===== src/rtl/core_pkg.sv =====
// Shared core types: MEM->WB payload layout and skid-buffer occupancy states.
package core_pkg;

    localparam int XLEN        = 32;
    localparam int REG_IDX_W   = 5;
    localparam int RES_SRC_W   = 2;

    // One instruction's worth of writeback information leaving MEM.
    typedef struct packed {
        logic [XLEN-1:0]      alu_result;
        logic [XLEN-1:0]      pc_plus4;
        logic [XLEN-1:0]      read_data;
        logic [REG_IDX_W-1:0] rd;
        logic [RES_SRC_W-1:0] result_src;
        logic                 reg_write;
    } mem_wb_payload_t;

    // EMPTY: nothing held, ONE: main only, TWO: main and skid.
    typedef enum logic [1:0] {
        EMPTY = 2'd0,
        ONE   = 2'd1,
        TWO   = 2'd2
    } skid_state_e;

endpackage


===== src/rtl/skid_buffer.sv =====
// Two-entry skid buffer with valid/ready handshake and synchronous flush.
// Upstream ready and downstream valid come straight from flops, so no
// combinational path runs from ready_i back to ready_o.
module skid_buffer
    import core_pkg::*;
#(
    parameter int WIDTH = 8
) (
    input  logic             clk,
    input  logic             rst,
    input  logic             flush_i,
    input  logic             valid_i,
    output logic             ready_o,
    input  logic [WIDTH-1:0] data_i,
    output logic             valid_o,
    input  logic             ready_i,
    output logic [WIDTH-1:0] data_o
);

    skid_state_e      r_state;
    logic             r_valid;
    logic             r_ready;
    logic [WIDTH-1:0] r_main;
    logic [WIDTH-1:0] r_skid;

    logic             w_in_fire;
    logic             w_out_fire;

    assign w_in_fire  = valid_i & r_ready;
    assign w_out_fire = r_valid & ready_i;

    // Occupancy FSM: moves entries main<-input/skid and keeps valid/ready registered.
    always_ff @(posedge clk) begin
        if (rst) begin
            r_state <= EMPTY;
            r_valid <= 1'b0;
            r_ready <= 1'b1;
            r_main  <= '0;
            r_skid  <= '0;
        end else if (flush_i) begin
            // Payload is left stale; only occupancy is cleared.
            r_state <= EMPTY;
            r_valid <= 1'b0;
            r_ready <= 1'b1;
        end else begin
            case (r_state)
                EMPTY: begin
                    if (w_in_fire) begin
                        r_main  <= data_i;
                        r_state <= ONE;
                        r_valid <= 1'b1;
                    end
                end
                ONE: begin
                    if (w_in_fire && w_out_fire) begin
                        r_main <= data_i;
                    end else if (w_in_fire) begin
                        r_skid  <= data_i;
                        r_state <= TWO;
                        r_ready <= 1'b0;
                    end else if (w_out_fire) begin
                        r_state <= EMPTY;
                        r_valid <= 1'b0;
                    end
                end
                TWO: begin
                    if (w_out_fire) begin
                        r_main  <= r_skid;
                        r_state <= ONE;
                        r_ready <= 1'b1;
                    end
                end
                default: begin
                    r_state <= EMPTY;
                    r_valid <= 1'b0;
                    r_ready <= 1'b1;
                end
            endcase
        end
    end

    assign ready_o = r_ready;
    assign valid_o = r_valid;
    assign data_o  = r_main;

endmodule


===== src/rtl/mem_wb_skid_reg.sv =====
// MEM->WB stage register with back-pressure, flush and bubble-safe write gating.
// The payload layout comes from core_pkg, so the width parameters are expected
// to stay at the core's widths defined there.
module mem_wb_skid_reg
    import core_pkg::*;
#(
    parameter int DATA_WIDTH       = XLEN,
    parameter int REGISTER_WIDTH   = REG_IDX_W,
    parameter int RESULT_SRC_WIDTH = RES_SRC_W
) (
    input  logic                        clk,
    input  logic                        rst,
    input  logic                        flush_i,
    input  logic                        valid_m_i,
    output logic                        ready_m_o,
    input  logic [DATA_WIDTH-1:0]       alu_result_m_i,
    input  logic [DATA_WIDTH-1:0]       pc_plus4_m_i,
    input  logic [DATA_WIDTH-1:0]       read_data_m_i,
    input  logic [REGISTER_WIDTH-1:0]   rd_m_i,
    input  logic [RESULT_SRC_WIDTH-1:0] result_src_m_i,
    input  logic                        reg_write_m_i,
    output logic                        valid_w_o,
    input  logic                        ready_w_i,
    output logic [DATA_WIDTH-1:0]       alu_result_w_o,
    output logic [DATA_WIDTH-1:0]       pc_plus4_w_o,
    output logic [DATA_WIDTH-1:0]       read_data_w_o,
    output logic [REGISTER_WIDTH-1:0]   rd_w_o,
    output logic [RESULT_SRC_WIDTH-1:0] result_src_w_o,
    output logic                        reg_write_w_o
);

    localparam int PAYLOAD_W = $bits(mem_wb_payload_t);

    mem_wb_payload_t w_in;
    mem_wb_payload_t w_out;
    logic [PAYLOAD_W-1:0] w_out_bits;

    // Pack MEM-side fields into the shared payload struct.
    always_comb begin
        w_in            = '0;
        w_in.alu_result = alu_result_m_i;
        w_in.pc_plus4   = pc_plus4_m_i;
        w_in.read_data  = read_data_m_i;
        w_in.rd         = rd_m_i;
        w_in.result_src = result_src_m_i;
        w_in.reg_write  = reg_write_m_i;
    end

    skid_buffer #(
        .WIDTH (PAYLOAD_W)
    ) u_skid (
        .clk     (clk),
        .rst     (rst),
        .flush_i (flush_i),
        .valid_i (valid_m_i),
        .ready_o (ready_m_o),
        .data_i  (w_in),
        .valid_o (valid_w_o),
        .ready_i (ready_w_i),
        .data_o  (w_out_bits)
    );

    assign w_out          = mem_wb_payload_t'(w_out_bits);
    assign alu_result_w_o = w_out.alu_result;
    assign pc_plus4_w_o   = w_out.pc_plus4;
    assign read_data_w_o  = w_out.read_data;
    assign rd_w_o         = w_out.rd;
    assign result_src_w_o = w_out.result_src;
    // A bubble must never write the register file, whatever payload is stale in main.
    assign reg_write_w_o  = w_out.reg_write & valid_w_o;

endmodule


===== config.mk =====
export PLATFORM = sky130hd
export DESIGN_NAME = mem_wb_skid_reg
export DESIGN_NICKNAME = d
export VERILOG_FILES = /design/src/rtl/core_pkg.sv /design/src/rtl/skid_buffer.sv /design/src/rtl/mem_wb_skid_reg.sv
export SDC_FILE = /design/constraint.sdc
export NUM_CORES = 1
export LEC_CHECK = 0
export CAP_MARGIN = 20
export CORE_AREA = 2 2 140 142
export CTS_CLUSTER_SIZE = 28
export DETAILED_ROUTE_END_ITERATION = 8
export DIE_AREA = 0 0 142 144
export GPL_ROUTABILITY_DRIVEN = 0
export GPL_TIMING_DRIVEN = 1
export PLACE_DENSITY = 0.85
export SYNTH_ARGS = -nofsm -noshare
export SYNTH_HDL_FRONTEND = slang
export SYNTH_SLANG_ARGS = --single-unit

===== constraint.sdc =====
create_clock -name clk -period 2.4 [get_ports clk]
set_input_delay 0.24 -clock clk [delete_from_list [all_inputs] [get_ports clk]]
set_output_delay 0.24 -clock clk [all_outputs]
set_load 0.01 [all_outputs]

# Word-level counts from Yosys, hierarchy flattened
# Cells that the tools add are included.
# Widths: inputs -> output; s select.
[word_totals]
register_bits = 212
output_inout_bits = 106
[classes]
n_reduce_logical = 9
n_bitwise = 7
n_mux = 19
eq_ne = 10
[op_table]
columns = ["op", "count"]
rows = [
  ["$mux 104", 3],
  ["$pmux 104 s3", 1],
  ["$reduce_and 4->1", 3],
  ["$mux 2", 5],
  ["$ne 2x1->1 const B", 5],
  ["$reduce_and 5->1", 2],
  ["$mux 1", 7],
  ["$pmux 1 s3", 2],
  ["$pmux 2 s3", 1],
  ["$ne 2x2->1 const B", 2],
  ["$not 1->1", 4],
  ["$and 1x1->1", 3],
  ["$ne 3x1->1 const B", 1],
  ["$reduce_bool 3->1", 1],
  ["$eq 2x1->1 const B", 1],
  ["$eq 2x2->1 const B", 1],
  ["$logic_not 2->1", 1],
  ["$reduce_or 2->1", 1],
  ["$logic_and 1x1->1", 1],
]

# Logic depth before layout (Yosys ltp)
[depth]
ltp_word = 5
depth_mapped = 7
mapped_depth_nobuf = 3

# Hierarchy
# A second synthesis with hierarchy kept.
[unflattened]
hier_cells = 1085
hier_area_um2 = 8894.8
[by_module_without_submodules]
columns = ["mod", "area_per_inst_um2", "cells_per_inst", "instances", "seq_area_each_um2"]
rows = [
  ["skid_buffer", 8888.5, 1084, 1, 4244.1],
  ["mem_wb_skid_reg", 6.3, 1, 1, 0.0],
]

# Worst setup path after synthesis
# OpenSTA, ideal clock, no wires.
[synth_path]
path_kind = "register to register"
startpoint = "register u_skid.r_valid, in the netlist u_skid.valid_o"
endpoint = "register u_skid.r_main[26], in the netlist u_skid.data_o[26]"
path_buffers = 4
arrival_ns = 1.499
stages_incl_launch_ff = 8
required_time_ns = 2.254
path_slack_ns = 0.755
path_cell_list = "dfxtp_1 > buf_2 > a21bo_1 > buf_2 > buf_2 > buf_2 > a221oi_1 > a211oi_2"
[synth_via]
elab_chain_len = 4
elab_cells_between_ends = 5
classes_between = "2 x eq/ne; 1 x bitwise; 2 x reduce/logical"
[synth_rtl]
columns = ["element", "line", "text"]
rows = [
  ["start: declaration", "skid_buffer.sv:21", "logic r_valid;"],
  ["start signal: assignment", "skid_buffer.sv:36", "r_valid <= 1'b0;"],
  ["start signal: assignment", "skid_buffer.sv:43", "r_valid <= 1'b0;"],
  ["start signal: assignment", "skid_buffer.sv:51", "r_valid <= 1'b1;"],
  ["$and 1x1->1 (*)", "skid_buffer.sv:30", "assign w_out_fire = r_valid & ready_i;"],
  ["$logic_and 1x1->1", "skid_buffer.sv:55", "if (w_in_fire && w_out_fire) begin"],
  ["$ne 2x1->1 (no line)", "n/a", ""],
  ["$reduce_and 5->1 (no line) (*)", "n/a", ""],
  ["end signal: assignment", "skid_buffer.sv:49", "r_main <= data_i;"],
  ["end signal: assignment", "skid_buffer.sv:56", "r_main <= data_i;"],
  ["end signal: assignment", "skid_buffer.sv:68", "r_main <= r_skid;"],
  ["end: declaration", "skid_buffer.sv:23", "logic [WIDTH-1:0] r_main;"],
]
# Every way passes the cells marked *; elsewhere a longest branch is shown, timed or not.
# A chain may end at the register's enable or synchronous reset.

# Final worst setup path
[layout_path]
startpoint = "register u_skid.r_valid, in the netlist u_skid.valid_o"
endpoint = "output reg_write_w_o"
[layout_via]
elab_chain_len = 1
[layout_rtl]
columns = ["element", "line", "text"]
rows = [
  ["$and 1x1->1", "mem_wb_skid_reg.sv:70", "assign reg_write_w_o = w_out.reg_write & valid_w_o;"],
  ["end: declaration", "mem_wb_skid_reg.sv:29", "output logic reg_write_w_o"],
]
# Every way passes these cells.

==> impl_metrics.prom <==
# TYPE chip_impl_metric gauge
chip_impl_metric{name="synthCells",unit=""} 1107
chip_impl_metric{name="number_of_buffers_created_by_cts",unit=""} 22
chip_impl_metric{name="worst_ep_required_time",unit="ns"} 2.16
chip_impl_metric{name="avgViaCountPerCell",unit=""} 6.50
chip_impl_metric{name="cts_setup_buffers",unit=""} 0
chip_impl_metric{name="worst-endpoint-arrival",unit="ns"} 1.86
chip_impl_info{name="synth.area.top_cells",value="sky130_fd_sc_hd__dfxtp_1 41%, sky130_fd_sc_hd__mux2i_1 9.9%, sky130_fd_sc_hd__a221oi_1 8.8%"} 1
chip_impl_metric{name="p_sw",unit="uW"} 2200
chip_impl_metric{name="reg2reg_setup_slack",unit="ns"} 0.57
chip_impl_metric{name="power.internal",unit="uW"} 6520
chip_impl_metric{name="rows",unit=""} 51
chip_impl_metric{name="grt_max_degree",unit=""} 96
chip_impl_metric{name="drtIter0Drc",unit=""} 805
chip_impl_metric{name="relSlewSlack",unit=""} 0.672
chip_impl_metric{name="netlist_area",unit="um^2"} 10500
chip_impl_metric{name="yosys_warnings",unit=""} 0
chip_impl_metric{name="nets",unit=""} 1240
chip_impl_info{name="rsz0062_at_grt",value="false"} 1
chip_impl_metric{name="ctsHtreeMaxLevel",unit=""} 1
chip_impl_info{name="largest_family_of_logic_cells_by_synthesized_area",value="compound AO/OA/AOI/OAI gates"} 1
chip_impl_metric{name="post_synth_and_or_nand_nor_area_fraction",unit=""} 0.0586
chip_impl_metric{name="io_buffer_count",unit=""} 214
chip_impl_metric{name="cts_hold_buf",unit=""} 0
chip_impl_info{name="crit-reg2reg-capture",value="u_skid.r_skid[22]"} 1
chip_impl_metric{name="synth.mux.area_fraction",unit=""} 0.0995
chip_impl_metric{name="layout_cell_share_with_drive_strength_beyond_1",unit=""} 0.120
chip_impl_info{name="crit_type",value="reg -> out"} 1
chip_impl_metric{name="switching_portion_of_total_power",unit=""} 0.252
chip_impl_metric{name="worstSkewPairLatency",unit="ns"} 0.50
chip_impl_metric{name="yosys.area_share.xor_xnor",unit=""} 0
chip_impl_metric{name="synth_compound_area_frac",unit=""} 0.299
chip_impl_metric{name="initial_core_util",unit=""} 0.548
chip_impl_metric{name="yosys_register_bits",unit=""} 212
chip_impl_metric{name="final.period_utilization",unit=""} 0.875
chip_impl_metric{name="cts.repair.resized",unit=""} 0
chip_impl_info{name="synth_top_cells_by_count",value="212 x sky130_fd_sc_hd__dfxtp_1, 107 x sky130_fd_sc_hd__a21oi_1, 105 x sky130_fd_sc_hd__a221oi_1, 105 x sky130_fd_sc_hd__buf_4, 105 x sky130_fd_sc_hd__nand3_1"} 1
chip_impl_metric{name="hold_violations",unit=""} 0
chip_impl_metric{name="postSynthAreaPerCell",unit="um^2"} 9.45
chip_impl_metric{name="clkSlewWorstSetupHoldPaths",unit="ns"} 0.07
chip_impl_info{name="worst_setup_path_start_kind",value="flop"} 1
chip_impl_metric{name="diodes_inserted",unit=""} 0
chip_impl_metric{name="netlist.area_leader.share",unit=""} 0.406
chip_impl_metric{name="first_global_vias",unit=""} 8431
chip_impl_metric{name="drt_pass1_iterations",unit=""} 5
chip_impl_metric{name="die_area",unit="um^2"} 20400
chip_impl_info{name="synth_flop_cell",value="sky130_fd_sc_hd__dfxtp_1"} 1
chip_impl_metric{name="asyncSetResetFlopFracSynth",unit=""} 0
chip_impl_metric{name="final-max-slew-violation-count",unit=""} 0
chip_impl_metric{name="ios",unit=""} 215
chip_impl_metric{name="num-fill-cells",unit=""} 1475
chip_impl_metric{name="synth-edff-count",unit=""} 0
chip_impl_metric{name="final_period_minus_worst_setup_slack",unit="ns"} 2.10
chip_impl_metric{name="totalPowerFinal",unit="uW"} 8720
chip_impl_metric{name="numClockSinks",unit=""} 212
chip_impl_metric{name="drt_drc_violations_left",unit=""} 0
chip_impl_metric{name="syn2layout_area_growth",unit="%"} 22.2
chip_impl_metric{name="hpwlAfterDp",unit="mm"} 16.5
chip_impl_metric{name="gr-total-overflow",unit=""} 0
chip_impl_metric{name="maxCapViolations",unit=""} 0
chip_impl_metric{name="route.vias.total",unit=""} 9001
chip_impl_metric{name="synth_adder_area_share",unit=""} 0
chip_impl_metric{name="antenna_left",unit=""} 0
chip_impl_metric{name="cp_max_fo",unit=""} 11
chip_impl_info{name="hold_path_end",value="u_skid.r_skid[17]"} 1
chip_impl_metric{name="final-setup-viol-count",unit=""} 0
chip_impl_metric{name="ff2ff_path_depth",unit=""} 4
chip_impl_info{name="clock_tree_from_tritoncts",value="yes"} 1
chip_impl_metric{name="cellLeakagePower",unit="uW"} 0.00481
chip_impl_metric{name="post_drt_wl_per_cell",unit="um"} 20.2
chip_impl_metric{name="combPwrFrac",unit=""} 0.160
chip_impl_metric{name="antenna_found_initial",unit=""} 1
chip_impl_metric{name="seq_area_frac_synth",unit=""} 0.406
chip_impl_metric{name="coreArea",unit="um^2"} 19100
chip_impl_metric{name="peakVddDrop",unit="uV"} 476
chip_impl_metric{name="synth_nets",unit=""} 1216
chip_impl_metric{name="worst_clock_skew",unit="ns"} 0.00609
chip_impl_metric{name="post_synth_num_cell_types",unit=""} 34
chip_impl_info{name="cell_taking_the_most_area_after_synthesis",value="sky130_fd_sc_hd__dfxtp_1"} 1
chip_impl_metric{name="max_clock_freq",unit="MHz"} 476
chip_impl_metric{name="grt_pass1_wl",unit="mm"} 44.1
chip_impl_info{name="outcome",value="finished, final reports clean"} 1
chip_impl_metric{name="power_density",unit="nW/um^2"} 683
chip_impl_metric{name="die_h",unit="um"} 144
chip_impl_metric{name="postRouteWirelength",unit="mm"} 28.0
chip_impl_metric{name="pwr-share-seq",unit=""} 0.433
chip_impl_info{name="cp-end-kind",value="output pin"} 1
chip_impl_info{name="crit-reg2reg-launch",value="u_skid.ready_o"} 1
chip_impl_metric{name="pwr-share-clk",unit=""} 0.407
chip_impl_info{name="yosysMostFrequentCell",value="sky130_fd_sc_hd__dfxtp_1"} 1
chip_impl_metric{name="die_width",unit="um"} 142
chip_impl_metric{name="max-clock-path-buffers",unit=""} 3
chip_impl_metric{name="groute.usage.overall",unit=""} 0.261
chip_impl_info{name="hold_path_class",value="in -> reg"} 1
chip_impl_metric{name="worst_margin_slew",unit="ns"} 0.492
chip_impl_metric{name="hold_depth",unit=""} 2
chip_impl_info{name="clockRootBuffer",value="sky130_fd_sc_hd__clkbuf_16"} 1
chip_impl_metric{name="setup-tns-final",unit="ns"} 0
chip_impl_info{name="worstHoldStart",value="rst"} 1
==> final cells by class <==
| cell class | instances | area [um^2] | area share |
|---|---|---|---|
| Clock buffer | 31 | 666 | 0.0521 |
| Clock inverter | 8 | 96.3 | 0.00754 |
| Inverter | 2 | 8.76 | 0.000685 |
| Multi-Input combinational cell | 650 | 4840 | 0.379 |
| Sequential cell | 212 | 4240 | 0.332 |
| Tap cell | 238 | 298 | 0.0233 |
| Timing Repair Buffer | 243 | 2630 | 0.205 |
==> worst max-delay path, stage by stage (launching register included) <==
cell and delay [ns]:
sky130_fd_sc_hd__dfxtp_1 0.59, sky130_fd_sc_hd__and2_1 0.23, sky130_fd_sc_hd__clkdlybuf4s50_1 0.55
==> power by group through the flow <==
| stage | registers (uW) | clock network, uW | logic (uW) |
|---|---|---|---|
| after detailed placement | 3850 | 0 | 1390 |
| after global placement | 3850 | 0 | 1370 |
| final | 3780 | 3550 | 1390 |
| after floorplan | 3810 | 0 | 919 |
| after global routing | 3790 | 3750 | 1490 |
| after CTS | 3780 | 3610 | 1390 |
==> cell families after synthesis <==
group,count (synthesis)
mux,104
simple gates,117
flops,212
compound gates,429
buf+inv,245
==> how the worst max path moves through the flow <==
stage / end / depth (start not counted) / from
2_1_floorplan: u_skid.data_o[26] / 7 / u_skid.valid_o
3_3_place_gp: u_skid.r_skid[97] / 5 / valid_m_i
3_5_place_dp: u_skid.r_skid[102] / 5 / valid_m_i
4_1_cts: reg_write_w_o / 2 / u_skid.valid_o
5_1_grt: reg_write_w_o / 2 / u_skid.valid_o
6_report: reg_write_w_o / 2 / u_skid.valid_o
==> registers in the layout, summed over array words and instances (netlist names) <==
register,cells
u_skid.ready_o,1
u_skid.r_skid,104
u_skid.data_o,104
u_skid.r_state,2
u_skid.valid_o,1
==> layer usage <==
layer / vias to the layer above / global-route usage / part of all wire
li1: 4135 / - / -
met1: 4416 / 0.348 / 0.40
met2: 392 / 0.434 / 0.49
met3: 58 / 0.0444 / 0.073
met4: 0 / 0.0842 / 0.029
met5: - / 0 / 0
==> cell usage in the layout, fill, tap and decap left out, drive strengths merged, types with 6 or more instances in the layout <==
cell	count
a221oi	105
clkinv	6
a21oi	107
mux2i	104
dfxtp	212
a211oi	105
o21ai	104
clkdlybuf4s50	213
buf	29
clkbuf	32
nand3	105
==> through the flow <==
| stage | setup WS (ns) | hold slack [ns] | utilization | std cells | cell area (um^2) |
|---|---|---|---|---|---|
| floorplan | 0.755 | 0.388 | - | 1107 | 10500 |
| global placement | 0.351 | 0.459 | 0.630 | 1345 | 12000 |
| detailed placement | 0.284 | 0.466 | 0.630 | 1345 | 12000 |
| CTS | 0.289 | 0.257 | 0.670 | 1384 | 12800 |
| global route | 0.227 | 0.285 | 0.670 | 1384 | 12800 |
| finish | 0.301 | 0.272 | 0.670 | 1384 | 12800 |
Note: power is estimated with default switching activity, not from simulation.
